`src/rtl/sysid_pkg.sv`:
```
// Shared definitions for the sysid checker: FSM encoding, word addresses, widths.
package sysid_pkg;

  localparam int unsigned DATA_W  = 32;
  localparam int unsigned WAIT_W  = 16;
  localparam int unsigned RETRY_W = 4;

  localparam logic ADDR_ID = 1'b0;
  localparam logic ADDR_TS = 1'b1;

  typedef enum logic [2:0] {
    IDLE,
    RD_ID,
    RD_TS,
    CHECK,
    RETRY,
    DONE
  } state_t;

  function automatic logic is_read(state_t s);
    return (s == RD_ID) || (s == RD_TS);
  endfunction

  function automatic logic is_busy(state_t s);
    return s inside {RD_ID, RD_TS, CHECK, RETRY};
  endfunction

endpackage

```
`src/rtl/sysid_wait_timer.sv`:
```
// Counts consecutive stalled read cycles and flags the cycle that exhausts the budget.
module sysid_wait_timer
  import sysid_pkg::*;
#(
  parameter int unsigned TIMEOUT_CYCLES = 255
) (
  input  logic clk,
  input  logic rst_n,
  input  logic stall,
  output logic expired_c
);

  logic [WAIT_W-1:0] count;

  // Fires on the stalled cycle that brings the count up to TIMEOUT_CYCLES.
  assign expired_c = stall && (count == WAIT_W'(TIMEOUT_CYCLES - 1));

  always_ff @(posedge clk) begin
    if (!rst_n) begin
      count <= '0;
    end else if (stall && !expired_c) begin
      count <= count + 1'b1;
    end else begin
      count <= '0;
    end
  end

endmodule

```
`config.mk`:
```
export PLATFORM = sky130hd
export DESIGN_NAME = sysid_wait_timer
export DESIGN_NICKNAME = d
export VERILOG_FILES = /design/src/rtl/sysid_pkg.sv /design/src/rtl/sysid_wait_timer.sv
export SDC_FILE = /design/constraint.sdc
export NUM_CORES = 1
export LEC_CHECK = 0
export CORE_MARGIN = 1.5
export CORE_UTILIZATION = 35
export DETAILED_ROUTE_END_ITERATION = 16
export DONT_BUFFER_PORTS = 1
export PLACE_DENSITY = 0.53
export SETUP_SLACK_MARGIN = 0.5
export SLEW_MARGIN = 20
export SYNTH_ARGS = -nofsm -noshare
export SYNTH_HDL_FRONTEND = slang
export SYNTH_SLANG_ARGS = --single-unit
```
`constraint.sdc`:
```
create_clock -name clk -period 2 [get_ports clk]
set_input_delay 0.6 -clock clk [delete_from_list [all_inputs] [get_ports clk]]
set_output_delay 0.6 -clock clk [all_outputs]
set_load 0.05 [all_outputs]
```
# After elaboration in Yosys (flattened, before gate mapping)
# Cells that the tools add are included.
# word_totals
output_inout_bits	1
ff_bits	16
in_bits	3
word_cells	7
# op_classes
reduce_logical	4
eq_ne	1
addsub	1
# ops
op	n
adder 16 x 1 -> 16 bit (second input constant)	1
== test 16 x 8 -> 1 bit (second input constant)	1
logical AND 1 bit	2
AND reduction 2 bit	1
zero test 1 bit	1

# Logic depth before layout (Yosys ltp)
# Gate-level depths: netlist of run 1.
# depth
word_depth	5
mapped_depth	7
depth_no_buf	6

# Least setup slack after synthesis of run 1
# Ideal clock, no wire load.
# synth_timing
path_type	reg-to-output
start	register count[12]
end	output port expired_c
required_ns	1.400
stages_incl_launch_ff	3
arrival_ns	2.390
n_path_buf	0
slack_ns	-0.990
path_cell_list	dfxtp_1 -> or4_4 -> nor4_1
# synth_between
elab_chain_cells	2
# synth_lines
item	line	rtl
start: declaration	sysid_wait_timer.sv:13	logic [WAIT_W-1:0] count;
start signal: assignment	sysid_wait_timer.sv:22	count <= count + 1'b1;
== test 16 x 8 -> 1 bit	sysid_wait_timer.sv:16	assign expired_c = stall && (count == WAIT_W'(TIMEOUT_CYCLES - 1));
logical AND 1 bit	sysid_wait_timer.sv:16	
end: declaration	sysid_wait_timer.sv:10	output logic expired_c
# Every way passes these cells.

# Final worst setup path of run 1
# layout_timing
start	register count[9]
end	output port expired_c
# Same word-level chain as after synthesis.

==> impl_metrics.toml, run 1 <==
[timing]
fin_setup_tns_ns = -0.153
relSlewSlack = 0.762
tightest_slew_ns = 0.354
period_minus_slack_ns = 2.15
skew_ns = 0.00264
finalWorstSetupSlack_ns = -0.153
fmax_mhz = 464
setup_viol = 1
period_share = 1.08
timing.hold.ws_ns = 0.544
hold_violations = 0
rsz0062_at_grt = "true"
maxSlewViolCount = 0

[clock_network]
root_buffer = "clkbuf_4"
cts_sinks = 16
path_clk_slew_ns = 0.10
cts_buffer_depth = 2
cts_tree = "yes"
insertion_delay_ns = 0.28
htreeDepth = 1
cts_buffers = 3

[synthesis]
synth_cells = 88
synth_edf_count = 0
synth_fa_ha_area_frac = 0.0325
synth-xor-area-share = 0.137
yosysUniqueCellTypes = 24
synth_top_family_by_area = "simple AND/OR/NAND/NOR gates"
yosys_warnings = 0
seq_area_frac_synth = 0.416
synth_compound_area_frac = 0.0667
synth_mux_area_frac = 0
async_flop_share = 0
ys.flop_type = "dfxtp_1"
synth-simple-area-share = 0.298
syn_area_sq_um = 769
ys_ff_latch = 16
synth_nets = 93
avgSynthCellArea_sq_um = 8.74

[placement]
io_buffers = 0
post-place-ws_ns = 0.0497
globalplace.congestion = 0.828
place_hpwl_microns = 1090

[final_layout]
areaGrowthSynthToFinish_pct = 34.3
diodes = 0
nFillCells = 188
top_register = "count"
drive_gt1_frac = 0.459
most-common-layout-cells = "9 x xnor2_1, 9 x dfxtp_1, 7 x dfxtp_2"
reg_top3 = "count x16"
utilization = 0.511
nets = 105
largest_reg_flops = 16

[setup_path]
required_ns = 1.40
timing.rr.start = "count[0]"
cp.arrival_ns = 1.55
cp-startpoint = "count[9]"
crit_path_end_kind = "primary output"
setup.worst_path.class = "flop to primary output"
worstSetupStartpointType = "flop"
crit_fanout = 2

[floorplanning]
io_pins = 4
fp.dieH_microns = 49.9
floorplan.die_area_sq_mm = 0.00249
start_util = 0.381
fp.coreArea_sq_mm = 0.00202
rows = 16
die_w_microns = 49.9

[routing]
drtPass1Iterations = 4
wl_microns = 1550
wl_per_cell_microns = 12.4
drt_iter0_markers = 9
remaining_drc_errors = 0
ant_nets = 0
via_per_inst = 5.02
vias = 628

[power_and_ir_drop]
leakage_nw = 0.301
clock_power_share = 0.323
p_sw_frac = 0.227
power_mw = 0.524
seq_power_share = 0.614
internal_power_mw = 0.405
powerDensity_mw_per_mm2 = 507
p_switching_mw = 0.119
ir_worst_vdd_mv = 0.383
power_frac_comb = 0.063

[global_routing]
overflow = 0
grt_pass1_vias = 564
grt_pass1_wl_microns = 2500
grt_util_all_layers = 0.132
antenna_found_initial = 0
grt_max_degree = 9

[worst_hold_path]
worstHoldStart = "count[0]"
hold_path.class = "flop to flop"

[run_status]
status = "finished with violations"
violations = "setup timing"

[flow_run]
cap_violations = 0
[metrics by stage]
step | cell area [sq um] | std cells
2_1_floorplan | 795 | 88
3_3_place_gp | 877 | 120
3_5_place_dp | 877 | 120
4_1_cts | 945 | 125
5_1_grt | 1030 | 125
6_report | 1030 | 125
[layout make-up]
type / instances / area, sq um / area share
multi-input combinational: 64 / 538 / 0.521
sequential: 16 / 329 / 0.318
timing repair buffer: 9 / 87.6 / 0.0847
tap: 27 / 33.8 / 0.0327
clock buffer: 3 / 22.5 / 0.0218
inverter: 6 / 22.5 / 0.0218
[synth_stat cells, types with 2 or more instances]
master / count / area share
xor2_1: 2 / 0.023
xnor2_1: 10 / 0.11
nand4_1: 4 / 0.033
dfxtp_1: 16 / 0.42
nor3_1: 4 / 0.026
nand3_1: 5 / 0.033
a21oi_1: 2 / 0.013
or2_2: 2 / 0.016
inv_1: 6 / 0.029
nor4_1: 2 / 0.016
nand2_1: 5 / 0.024
ha_1: 2 / 0.033
nor2_1: 17 / 0.083
[critical path, stage by stage (launching register included)]
cell and delay [ns]:
dfxtp_2 0.33, or4_4 0.57, nor4_4 0.20, buf_12 0.17
[metal layers]
layer	global-route usage	routed length, microns	vias up
met5	0	0	-
li1	-	-	316
met1	0.183	798	305
met4	0.0417	14	0
met2	0.198	707	5
met3	0.0364	31	2
[kinds of logic (layout without fill, tap and decap cells)]
family / count (synthesis) / after routing
simple gates: 45 / 45
fa+ha+maj: 2 / 2
flops: 16 / 16
xor+xnor: 12 / 12
compound gates: 5 / 5
buf+inv: 8 / 18
[path summary, 6_finish.rpt]
check	endpoint	slack, ns	cells past startpoint
max	expired_c	-0.15	3
min	count[0]	0.54	2
max reg2reg	count[14]	0.27	6
min reg2reg	count[0]	0.54	2
[timing repair]
action	in CTS	in global routing
endpoints found under the setup margin	17	17
hold buffers	0	0
pin swaps	4	0
endpoints found under the hold margin	0	0
cloned	0	0
gates resized for setup	10	24
setup buffers	2	0
[power by group through the flow]
stage | clock, mW | combinational (mW) | sequential, mW
finish | 0.169 | 0.0328 | 0.322
global route | 0.189 | 0.0356 | 0.322
CTS | 0.174 | 0.0216 | 0.322
detailed placement | 0 | 0.0192 | 0.329
global placement | 0 | 0.0192 | 0.329
floorplan | 0 | 0.0132 | 0.329
Note: power is estimated with default switching activity, not from simulation.
==> run 2: changes to the inputs <==
--- a/config.mk
+++ b/config.mk
@@ -5,6 +5,7 @@
 export SDC_FILE = /design/constraint.sdc
 export NUM_CORES = 1
 export LEC_CHECK = 0
+export ABC_AREA = 1
 export CORE_MARGIN = 1.5
 export CORE_UTILIZATION = 35
 export DETAILED_ROUTE_END_ITERATION = 16
==> impl_metrics.toml, run 2 <==
[setup_path]
setup.worst_path.class = "flop to primary output"
crit_path_end_kind = "primary output"
r2r_slack_ns = 0.58
timing.rr.start = "count[0]"
cp.arrival_ns = 1.32
r2r_cells = 7
worstSetupStartpointType = "flop"
crit_fanout = 2
regToRegEndpoint = "count[8]"
required_ns = 1.40

[global_routing]
grt_pass1_vias = 730
grt_pass1_wl_microns = 3070
overflow = 0
grt_max_degree = 17
grt_util_all_layers = 0.159
antenna_found_initial = 0

[clock_network]
path_clk_slew_ns = 0.09
cts_sinks = 16
cts_buffer_depth = 2
cts_buffers = 3
cts_tree = "yes"
htreeDepth = 1
root_buffer = "clkbuf_4"
hold_buffers = 0
insertion_delay_ns = 0.29

[routing]
routed.top_layer = "met4"
drtPass1Iterations = 4
ant_nets = 0
via_per_inst = 4.64
wl_met3_microns = 56
drt_iter0_markers = 11
wl_per_cell_microns = 10.8
wl_met2_microns = 874
wl_met1_microns = 878
remaining_drc_errors = 0
wl_microns = 1820
vias = 780

[synthesis]
synth_fa_ha_area_frac = 0.0296
synth_cells = 127
synth_mux_area_frac = 0
netlist_top_cells_area = "dfxtp_1 38%, nand2_1 13%, inv_1 9.8%"
synth_top_family_by_area = "simple AND/OR/NAND/NOR gates"
yosysUniqueCellTypes = 18
synth_commonest_cells = "29 x nand2_1, 22 x inv_1, 21 x nor2_1, 16 x dfxtp_1, 10 x nand3_1"
synth-xor-area-share = 0.0311
async_flop_share = 0
synth_top_area_frac = 0.379
avgSynthCellArea_sq_um = 6.65
synth_compound_area_frac = 0.0904
ys_ff_latch = 16
synth_nets = 132
seq_area_frac_synth = 0.379
yosys_warnings = 0
syn_area_sq_um = 845
synth.most_common_cell = "nand2_1"
yosys.area.top_type = "dfxtp_1"
ys.flop_type = "dfxtp_1"
synth_edf_count = 0
synth-simple-area-share = 0.354

[flow_run]
cap_violations = 0

[worst_hold_path]
hold-path-endpoint = "count[14]"
worstHoldStart = "count[14]"
hold_path.class = "flop to flop"
holdPathStages = 2

[power_and_ir_drop]
power_frac_comb = 0.030
leakage_nw = 0.404
p_sw_frac = 0.209
internal_power_mw = 0.437
powerDensity_mw_per_mm2 = 539
clock_power_share = 0.387
p_switching_mw = 0.116
seq_power_share = 0.583
ir_worst_vdd_mv = 0.388

[timing]
setup_viol = 0
period_minus_slack_ns = 1.92
relSlewSlack = 0.784
hold_violations = 0
period_share = 0.962
tightest_slew_ns = 0.323
skew_ns = 0.00570
fin_setup_tns_ns = 0
maxSlewViolCount = 0
rsz0062_at_grt = "true"
fmax_mhz = 520

[final_layout]
nets = 146
diodes = 0
drive_gt1_frac = 0.257
reg_top3 = "count x16"
top_register = "count"
largest_reg_flops = 16
most-common-layout-cells = "27 x nand2_1, 21 x inv_1, 19 x nor2_1"
final_common_cell = "nand2_1"
utilization = 0.455
nFillCells = 260
areaGrowthSynthToFinish_pct = 21.5

[floorplanning]
fp.coreArea_sq_mm = 0.00225
fp.dieH_microns = 52.1
start_util = 0.375
die_w_microns = 52.1
rows = 17
io_pins = 4
floorplan.die_area_sq_mm = 0.00272

[placement]
io_buffers = 0
place_hpwl_microns = 1280
globalplace.congestion = 0.774

[run_status]
status = "complete, no violations"
-- run 2: changes by cell type after synthesis, sizes merged, moves of 4 or more --
cell   before  now
xnor2      10    2
inv         6   22
nand3       5   10
a21oi       2   10
nand2       5   31
nor3        4    0
nor2       17   23
-- run 2: cell type report --
class,instances,area (sq um),area share
Timing Repair Buffer,10,75.1,0.0732
Sequential cell,16,333,0.324
Clock buffer,4,36.3,0.0354
Inverter,22,82.6,0.0805
Tap cell,28,35.0,0.0341
Multi-Input combinational cell,88,464,0.452
-- run 2: worst max path at each step --
stage	from	endpoint	slack (ns)
final	count[0]	expired_c	0.08
after global routing	count[1]	expired_c	-0.02
after CTS	count[7]	expired_c	0.03
after detailed placement	count[4]	expired_c	0.27
after global placement	count[0]	expired_c	0.28
after floorplan	count[4]	expired_c	0.35
-- run 2: cells by family (layout without fill, tap and decap cells) --
group	after synthesis	after routing
AO/OA/AOI/OAI	14	14
XOR/XNOR	3	3
adder cells (fa/ha/maj)	2	2
buffers and inverters	23	36
flip-flops	16	16
AND/OR/NAND/NOR	69	69
-- run 2: per-stage QoR --
step           cells  power, mW  cell area [sq um]  setup WS, ns  hold slack [ns]
5_1_grt          168      0.588               1030       -0.0222            0.526
3_5_place_dp     154      0.342                872         0.273            0.459
3_3_place_gp     154      0.342                872         0.280            0.446
2_1_floorplan    127      0.342                852         0.350            0.430
4_1_cts          166      0.562                988        0.0307            0.486
6_report         168      0.553               1030        0.0762            0.483
-- run 2: power groups by stage --
stage | logic (mW) | registers, mW | clock network [mW]
finish | 0.0166 | 0.322 | 0.214
global route | 0.0183 | 0.323 | 0.247
CTS | 0.0154 | 0.322 | 0.225
detailed placement | 0.0127 | 0.329 | 0
global placement | 0.0123 | 0.329 | 0
floorplan | 0.0130 | 0.329 | 0
-- run 2: worst max-delay path: stages (launching register included) --
cell and delay (ns):
dfxtp_2 0.34, inv_2 0.06, ha_4 0.11, nand3_2 0.07
nor2_2 0.12, nand2_2 0.07, nor2_4 0.27
-- run 2: timing repair --
action / 4_1_cts / 5_1_grt
gates resized for setup: 11 / 7
buffers inserted: 8 / 2
pin swaps: 6 / 4
setup endpoints to repair: 1 / 1
-- run 2: layer usage --
metal | up-vias | GRT usage
li1 | 420 | -
met1 | 348 | 0.192
met2 | 10 | 0.257
met3 | 2 | 0.0632
met4 | 0 | 0.0439
met5 | - | 0
==> run 3: changes to the inputs <==
--- a/config.mk
+++ b/config.mk
@@ -6,7 +6,7 @@
 export NUM_CORES = 1
 export LEC_CHECK = 0
 export ABC_AREA = 1
-export CORE_MARGIN = 1.5
+export CORE_MARGIN = 5
 export CORE_UTILIZATION = 35
 export DETAILED_ROUTE_END_ITERATION = 16
 export DONT_BUFFER_PORTS = 1
==> impl_metrics.toml, run 3 (synthesis results as in run 2) <==
[run_status]
status = "complete, no violations"

[setup_path]
timing.rr.start = "count[0]"
required_ns = 1.40
slowest_delay_ns = 0.35
setup.worst_path.class = "flop to primary output"
crit_family = "simple AND/OR/NAND/NOR gates"
cp-startpoint = "count[7]"
worstSetupStartpointType = "flop"
cp.arrival_ns = 1.34
crit_fanout = 2
crit_buf_inv = 1
crit_chain = "nand2_2, nor2_2, inv_1, nor2_2, nand2_2, nor2_4"
crit_path_end_kind = "primary output"
cp_slowest_cell = "dfxtp_2"

[power_and_ir_drop]
internal_power_mw = 0.437
ir_worst_vdd_mv = 0.423
p_switching_mw = 0.118
seq_power_share = 0.580
leakage_nw = 0.396
powerDensity_mw_per_mm2 = 550
p_sw_frac = 0.213
power_frac_comb = 0.029
clock_power_share = 0.391

[final_layout]
seqCellArea_sq_um = 332
reg_top3 = "count x16"
nets = 145
final_common_cell = "nand2_1"
areaGrowthSynthToFinish_pct = 19.6
instances_no_fill = 167
drive_gt1_frac = 0.237
nFillCells = 246
multi_input_area_sq_um = 457
diodes = 0
most-common-layout-cells = "27 x nand2_1, 21 x inv_1, 20 x nor2_1"
largest_reg_flops = 16
top_register = "count"

[floorplanning]
floorplan.die_area_sq_mm = 0.00350
io_pins = 4
start_util = 0.375
fp.coreArea_sq_mm = 0.00225
rows = 17
die_w_microns = 59.1
fp.dieH_microns = 59.1

[timing]
relSlewSlack = 0.783
period_share = 0.970
hold_violations = 0
fin_setup_tns_ns = 0
fmax_mhz = 516
finalWorstSetupSlack_ns = 0.0610
timing.hold.ws_ns = 0.487
period_minus_slack_ns = 1.94
setup_viol = 0
skew_ns = 0.00764
tightest_slew_ns = 0.325
maxSlewViolCount = 0
rsz0062_at_grt = "true"

[routing]
remaining_drc_errors = 0
drt_iter0_markers = 14
via_per_inst = 4.47
wl_per_cell_microns = 10.2
drtPass1Iterations = 4
wl_microns = 1710
vias = 747
ant_nets = 0

[placement]
io_buffers = 0
post-place-ws_ns = 0.260
dp.cells = 154
place_hpwl_microns = 1250
globalplace.congestion = 0.756

[clock_network]
cts_buffer_depth = 2
cts_buffers = 3
path_clk_slew_ns = 0.10
htreeDepth = 1
insertion_delay_ns = 0.29
cts_tree = "yes"
root_buffer = "clkbuf_4"
cts_sinks = 16
hold_buffers = 0

[global_routing]
grt_util_all_layers = 0.106
antenna_found_initial = 0
overflow = 0
grt_pass1_vias = 687
grt_max_degree = 17
grt_pass1_wl_microns = 2790

[worst_hold_path]
worstHoldStart = "count[14]"
hold_path.class = "flop to flop"

[flow_run]
cap_violations = 0
==> run 3: changes by cell type in the layout (fill, tap and decap cells not counted), sizes merged <==
cell / before / now
buf: 10 / 9
==> run 3: stage by stage <==
| step | utilization | power [mW] | area [sq um] |
|---|---|---|---|
| detailed placement | 0.387 | 0.342 | 872 |
| global placement | 0.387 | 0.342 | 872 |
| global route | 0.448 | 0.584 | 1010 |
| floorplan | - | 0.342 | 852 |
| CTS | 0.447 | 0.567 | 1010 |
| finish | 0.448 | 0.555 | 1010 |
==> run 3: repair_timing <==
| action | CTS | global route |
|---|---|---|
| gates resized for setup | 14 | 1 |
| pin swaps | 7 | 1 |
| setup buffers | 9 | 0 |
| setup endpoints to repair | 1 | 5 |
==> run 3: final timing paths <==
kind                to  slack (ns)  cells past startpoint
max          expired_c        0.06                      6
min          count[14]        0.49                      2
max reg2reg   count[8]        0.59                      7
min reg2reg  count[14]        0.49                      2
==> run 3: worst reg2reg max path: cells and delay by family, from the launching register on <==
kind                       cells  cell delay (ns)
AOI/OAI and AO/OA              1             0.11
adders and majority gates      1             0.18
and+or+nand+nor                3             0.49
DFF                            1             0.34
buffers and inverters          2             0.23
==> run 3: power by group through the flow <==
stage / sequential (mW) / clock (mW) / combinational (mW)
6_report: 0.322 / 0.217 / 0.0162
5_1_grt: 0.323 / 0.242 / 0.0189
4_1_cts: 0.322 / 0.229 / 0.0166
3_5_place_dp: 0.329 / 0 / 0.0126
3_3_place_gp: 0.329 / 0 / 0.0124
2_1_floorplan: 0.329 / 0 / 0.0130
==> run 3: layer usage <==
layer | vias up | part of all wire | track usage
li1 | 415 | - | -
met1 | 327 | 0.49 | 0.127
met2 | 5 | 0.48 | 0.174
met3 | 0 | 0.032 | 0.0479
met4 | 0 | 0 | 0.0259
met5 | - | 0 | 0
==> run 3: area by class of cell <==
cell class,count,area share
Multi-Input combinational cell,88,0.452
Tap cell,28,0.0347
Inverter,22,0.0818
Timing Repair Buffer,9,0.0669
Sequential cell,16,0.328
Clock buffer,4,0.0359
